$ cat src/rtl/mc_pkg.sv
// Shared types and encodings for the multicycle sequencing controller.
// Optional branch-with-link sequencing is enabled by defining MC_BL_EN.
package mc_pkg;

  typedef enum logic [3:0] {
    S_FETCH    = 4'd0,
    S_DECODE   = 4'd1,
    S_MEMADR   = 4'd2,
    S_MEMRD    = 4'd3,
    S_MEMWB    = 4'd4,
    S_MEMWR    = 4'd5,
    S_EXECUTER = 4'd6,
    S_EXECUTEI = 4'd7,
    S_ALUWB    = 4'd8,
    S_BRANCH   = 4'd9
`ifdef MC_BL_EN
    ,
    S_LINK     = 4'd10
`endif
  } state_e;

  localparam logic [1:0] OP_DP  = 2'b00;
  localparam logic [1:0] OP_MEM = 2'b01;
  localparam logic [1:0] OP_BR  = 2'b10;
  localparam logic [1:0] OP_ILL = 2'b11;

  typedef enum logic [1:0] {
    SRCB_WDATA = 2'b00,
    SRCB_IMM   = 2'b01,
    SRCB_FOUR  = 2'b10
  } alu_src_b_e;

  typedef enum logic [1:0] {
    RES_ALUOUT = 2'b00,
    RES_RDATA  = 2'b01,
    RES_ALURES = 2'b10
  } result_src_e;

  // Ungated controls straight from the state; the top applies CondEx/MemReady.
  typedef struct packed {
    logic        next_pc;
    logic        ir_write;
    logic        branch;
    logic        reg_w;
    logic        mem_w;
    logic        adr_src;
    logic        alu_src_a;
    alu_src_b_e  alu_src_b;
    result_src_e result_src;
    logic        alu_op;
    logic        flag_wen;
    logic        link_write;
  } raw_ctrl_t;

endpackage

$ cat src/rtl/mc_outdec.sv
// Moore output decoder: maps the controller state onto the raw control bundle.
// The LINK state decode is present only when MC_BL_EN is defined.
module mc_outdec
  import mc_pkg::*;
(
  input  state_e    state,
  output raw_ctrl_t raw
);

  always_comb begin
    // NOTE: the whole bundle is defaulted first so no path through the case infers a latch.
    raw = '0;
    case (state)
      S_FETCH: begin
        raw.adr_src    = 1'b0;
        raw.alu_src_a  = 1'b1;
        raw.alu_src_b  = SRCB_FOUR;
        raw.result_src = RES_ALURES;
        raw.ir_write   = 1'b1;
        raw.next_pc    = 1'b1;
      end
      S_DECODE: begin
        raw.alu_src_a  = 1'b1;
        raw.alu_src_b  = SRCB_FOUR;
        raw.result_src = RES_ALURES;
      end
      S_MEMADR: begin
        raw.alu_src_a = 1'b0;
        raw.alu_src_b = SRCB_IMM;
        raw.alu_op    = 1'b0;
      end
      S_MEMRD: begin
        raw.adr_src = 1'b1;
      end
      S_MEMWB: begin
        raw.result_src = RES_RDATA;
        raw.reg_w      = 1'b1;
      end
      S_MEMWR: begin
        raw.adr_src = 1'b1;
        raw.mem_w   = 1'b1;
      end
      S_EXECUTER: begin
        raw.alu_src_a = 1'b0;
        raw.alu_src_b = SRCB_WDATA;
        raw.alu_op    = 1'b1;
        raw.flag_wen  = 1'b1;
      end
      S_EXECUTEI: begin
        raw.alu_src_a = 1'b0;
        raw.alu_src_b = SRCB_IMM;
        raw.alu_op    = 1'b1;
        raw.flag_wen  = 1'b1;
      end
      S_ALUWB: begin
        raw.result_src = RES_ALUOUT;
        raw.reg_w      = 1'b1;
      end
      S_BRANCH: begin
        raw.alu_src_a  = 1'b0;
        raw.alu_src_b  = SRCB_IMM;
        raw.result_src = RES_ALURES;
        raw.branch     = 1'b1;
      end
`ifdef MC_BL_EN
      // ALUOut still holds PC+4 computed during DECODE.
      S_LINK: begin
        raw.result_src = RES_ALUOUT;
        raw.reg_w      = 1'b1;
        raw.link_write = 1'b1;
      end
`endif
      default: ;
    endcase
  end

endmodule

$ cat src/rtl/mc_controller.sv
// Multicycle sequencing controller: state register, next-state logic and write gating.
// Define MC_BL_EN to add the LINK state for branch-with-link.
module mc_controller
  import mc_pkg::*;
(
  input  logic       clk,
  input  logic       rst,
  input  logic [1:0] Op,
  input  logic [5:0] Funct,
  input  logic       CondEx,
  input  logic       MemReady,
  output logic       IRWrite,
  output logic       AdrSrc,
  output logic       ALUSrcA,
  output logic [1:0] ALUSrcB,
  output logic [1:0] ResultSrc,
  output logic       ALUOp,
  output logic       PCWrite,
  output logic       RegWrite,
  output logic       MemWrite,
  output logic       FlagWEn,
  output logic       LinkWrite,
  output logic       IllegalOp,
  output logic       InstrDone
);

  state_e    state_q, state_d;
  raw_ctrl_t raw;
  logic      live;
  logic      illegal;
  logic      done_raw;
  logic      unused_bits;

  mc_outdec u_outdec (
    .state (state_q),
    .raw   (raw)
  );

  // NOTE: sequential state uses non-blocking assignment so every flop samples pre-edge values.
  always_ff @(posedge clk or posedge rst) begin
    if (rst) state_q <= S_FETCH;
    else     state_q <= state_d;
  end

  always_comb begin
    state_d = state_q;
    case (state_q)
      S_FETCH:  if (MemReady) state_d = S_DECODE;
      S_DECODE: begin
        case (Op)
          OP_MEM: state_d = S_MEMADR;
          OP_DP:  state_d = Funct[5] ? S_EXECUTEI : S_EXECUTER;
`ifdef MC_BL_EN
          OP_BR:  state_d = Funct[4] ? S_LINK : S_BRANCH;
`else
          OP_BR:  state_d = S_BRANCH;
`endif
          default: state_d = S_FETCH;
        endcase
      end
      S_MEMADR:   state_d = Funct[0] ? S_MEMRD : S_MEMWR;
      S_MEMRD:    if (MemReady) state_d = S_MEMWB;
      S_MEMWB:    state_d = S_FETCH;
      S_MEMWR:    if (MemReady) state_d = S_FETCH;
      S_EXECUTER: state_d = S_ALUWB;
      S_EXECUTEI: state_d = S_ALUWB;
      S_ALUWB:    state_d = S_FETCH;
      S_BRANCH:   state_d = S_FETCH;
`ifdef MC_BL_EN
      S_LINK:     state_d = S_BRANCH;
`endif
      default:    state_d = S_FETCH;
    endcase
  end

  always_comb begin
    done_raw = 1'b0;
    case (state_q)
      S_MEMWB, S_ALUWB, S_BRANCH: done_raw = 1'b1;
      S_MEMWR:                    done_raw = MemReady;
      S_DECODE:                   done_raw = (Op == OP_ILL);
      default: ;
    endcase
  end

  // Reset is asynchronous, so enables are also masked combinationally while it is held.
  assign live    = ~rst;
  assign illegal = (state_q == S_DECODE) && (Op == OP_ILL);

  assign AdrSrc    = raw.adr_src;
  assign ALUSrcA   = raw.alu_src_a;
  assign ALUSrcB   = raw.alu_src_b;
  assign ResultSrc = raw.result_src;
  assign ALUOp     = raw.alu_op;

  assign IRWrite   = live & raw.ir_write & MemReady;
  assign PCWrite   = live & ((raw.next_pc & MemReady) | (raw.branch & CondEx));
  assign RegWrite  = live & raw.reg_w & CondEx;
  assign MemWrite  = live & raw.mem_w & CondEx;
  assign FlagWEn   = live & raw.flag_wen;
  assign IllegalOp = live & illegal;
  assign InstrDone = live & done_raw;

`ifdef MC_BL_EN
  assign LinkWrite   = live & raw.link_write;
  assign unused_bits = ^Funct[3:1];
`else
  assign LinkWrite   = 1'b0;
  assign unused_bits = ^{Funct[4:1], raw.link_write};
`endif

endmodule

$ cat config.mk
export PLATFORM = sky130hd
export DESIGN_NAME = mc_controller
export DESIGN_NICKNAME = d
export VERILOG_FILES = /design/src/rtl/mc_pkg.sv /design/src/rtl/mc_outdec.sv /design/src/rtl/mc_controller.sv
export SDC_FILE = /design/constraint.sdc
export NUM_CORES = 1
export LEC_CHECK = 0
export BUFFER_PORTS_ARGS = -buffer_cell sky130_fd_sc_hd__buf_2
export CORE_MARGIN = 4
export CORE_UTILIZATION = 35
export DETAILED_ROUTE_END_ITERATION = 8
export MAX_ROUTING_LAYER = met4
export PLACE_DENSITY = 0.71
export SYNTH_ARGS = -nofsm -noshare
export SYNTH_HDL_FRONTEND = slang
export SYNTH_HIERARCHICAL = 1
export SYNTH_SLANG_ARGS = --single-unit
$ cat constraint.sdc
create_clock -name clk -period 3.3 [get_ports clk]
set_input_delay 0.66 -clock clk [delete_from_list [all_inputs] [get_ports clk]]
set_output_delay 0.66 -clock clk [all_outputs]
set_load 0.02 [all_outputs]
==> key figures <==
Routing
  – DRC: 0
  – 1st-iter DRT viols: 13
  – TritonRoute pass-1 iters: 4
  – Total vias in the final route: 539
  – Via-to-Cell Ratio: 5.56
  – Antenna-violating nets left: 0
  – Final WL: 1210 µm
  – WL per Instance: 12.4 µm

Outcome
  – Outcome: finished, final reports clean

Power and ir drop
  – Pwr per Cell Area: 902 nW/µm²
  – P_sw: 0.285 mW
  – Sw Ratio: 0.529
  – Pleak: 0.290 nW
  – Clock share of power: 0.112
  – Power consumption: 0.538 mW
  – Sequential Power Share: 0.301
  – Max VDD drop: 0.395 mV
  – Logic pwr share: 0.587
  – Cell-internal power: 0.254 mW

Final layout
  – Reg with most FFs: state_q
  – Most frequent cells in the layout: 21 x buf_2, 6 x nor2_1, 5 x inv_1, 4 x nor3_1, 4 x dfrtp_1
  – Area of the multi-input gates: 332 µm²
  – Max FFs per register: 4
  – FF/Latch Area: 100 µm²
  – Commonest non-fill, non-tap cell in the layout: buf_2
  – Finished layout cell area: 597 µm²
  – Area delta synth->final: 14.7%
  – Post-route insts no fill: 97
  – Filler Cell Count: 148
  – Number of nets in the layout: 96
  – Post-layout util: 0.442
  – N_diodes: 0
  – Layout cells sized above 1: 0.317
  – Largest regs: state_q (4)

Floorplan
  – FP Rows: 13
  – Core box area: 1350 µm²
  – IO Count: 27
  – DIE AREA: 2170 µm²
  – Initial Util: 0.386
  – Chip height: 46.6 µm
  – DIE WIDTH: 46.6 µm

Clock tree
  – Post-cts repair resize count: 0
  – Post-CTS Hold Buffers: 0
  – Root Driver: clkbuf_4
  – H-tree Lvls: 1
  – Post-CTS Setup Inserts: 0
  – CTS tree: done
  – CTS Buf Count: 3
  – Clock Path Buffers: 2
  – Clock edge transition at the registers on the reported setup and hold paths: 0.04 ns
  – Clock Sinks: 4
  – Worst skew pair latency: 0.23 ns

STA
  – Fin Hold WS: 0.373 ns
  – Final TNS setup: 0 ns
  – Worst-margin pin slew: 0.625 ns
  – Fin. Hold Viols: 0
  – Period utilisation layout: 0.719
  – Max Clk Rate: 422 MHz
  – Slew Viols, Final: 0
  – Clock skew: 0.00348 ns
  – Fin worst setup slack: 0.928 ns
  – Final setup vio count: 0
  – Final Critical Period: 2.37 ns
  – RSZ-0062 raised after global routing: false
  – Max-slew headroom: 0.584

Critical path
  – CP peak stage delay: 0.70 ns
  – CP required: 2.64 ns
  – Worst setup EP type: primary output
  – CP Class: register to primary output
  – Cell family with most CP delay: flip-flops
  – Crit Path Max Fanout: 20
  – Critical-path top delay cell: dfrtp_1
  – WP buf/inv: 1
  – Critical path launch point type: register
  – Arrival time worst endpoint: 1.71 ns
  – Critical path cell sequence: nand2b_1 > a211oi_1 > and3_1 > buf_2

Synth
  – Mapped Cells: 67
  – Syn nets: 79
  – Synthesized cell area: 520 µm²
  – Syn Area/Cell: 7.77 µm²
  – Ys Warns: 6

Placed design
  – Dpl cells: 94
  – Buffers on Ports: 21
  – DP HPWL: 898 µm
  – DP Area: 574 µm²
  – Placer Congestion: 0.690
  – Worst slack, placed: 1.16 ns

GRT
  – Gr usage total: 0.119
  – Largest net degree at the start of global routing: 23
  – Met2 Usage GRT: 0.181
  – Grt met1 use: 0.148
  – Via count of the first global-routing pass: 429
  – First-pass GRT wire length: 1820 µm
  – Grt ovf: 0
  – Most Crowded Layer GR: met2
  – Initial antenna violation count: 0
  – GRT met3 Usage: 0.0273

Hold path
  – HP Class: input port to asynchronous set/reset pin

Job
  – Maximum Capacitance Violations: 0
-- final cells by class --
type                            instances  share of cell area
Multi-Input combinational cell         49               0.556
Timing Repair Buffer                   21               0.176
Sequential cell                         4               0.168
Clock buffer                            3              0.0377
Inverter                                5              0.0314
Tap cell                               15              0.0314
-- final timing paths --
| path | start | endpoint | slack [ns] | cells after the start |
|---|---|---|---|---|
| hold / removal | rst | state_q[0] | 0.37 | 2 |
| setup reg to reg | state_q[1] | state_q[2] | 1.86 | 2 |
| setup / recovery | state_q[2] | RegWrite | 0.93 | 4 |
| max in group asynchronous | rst | state_q[2] | 2.73 | 2 |
| hold reg to reg | state_q[3] | state_q[3] | 0.74 | 1 |
| min in group clk | state_q[3] | state_q[3] | 0.74 | 1 |
-- routing by layer --
layer	routed length [µm]	share of wire
met2	524	0.43
met4	14	0.012
met5	0	0
met3	138	0.11
met1	527	0.44
-- power groups by stage --
stage,Sequential [mW],Clock [mW],Combinational [mW]
2_1_floorplan,0.0967,0,0.347
3_3_place_gp,0.158,0,0.310
3_5_place_dp,0.163,0,0.319
4_1_cts,0.162,0.0630,0.319
5_1_grt,0.173,0.0652,0.343
6_report,0.162,0.0603,0.316
Power figures use the tool's default switching activity.
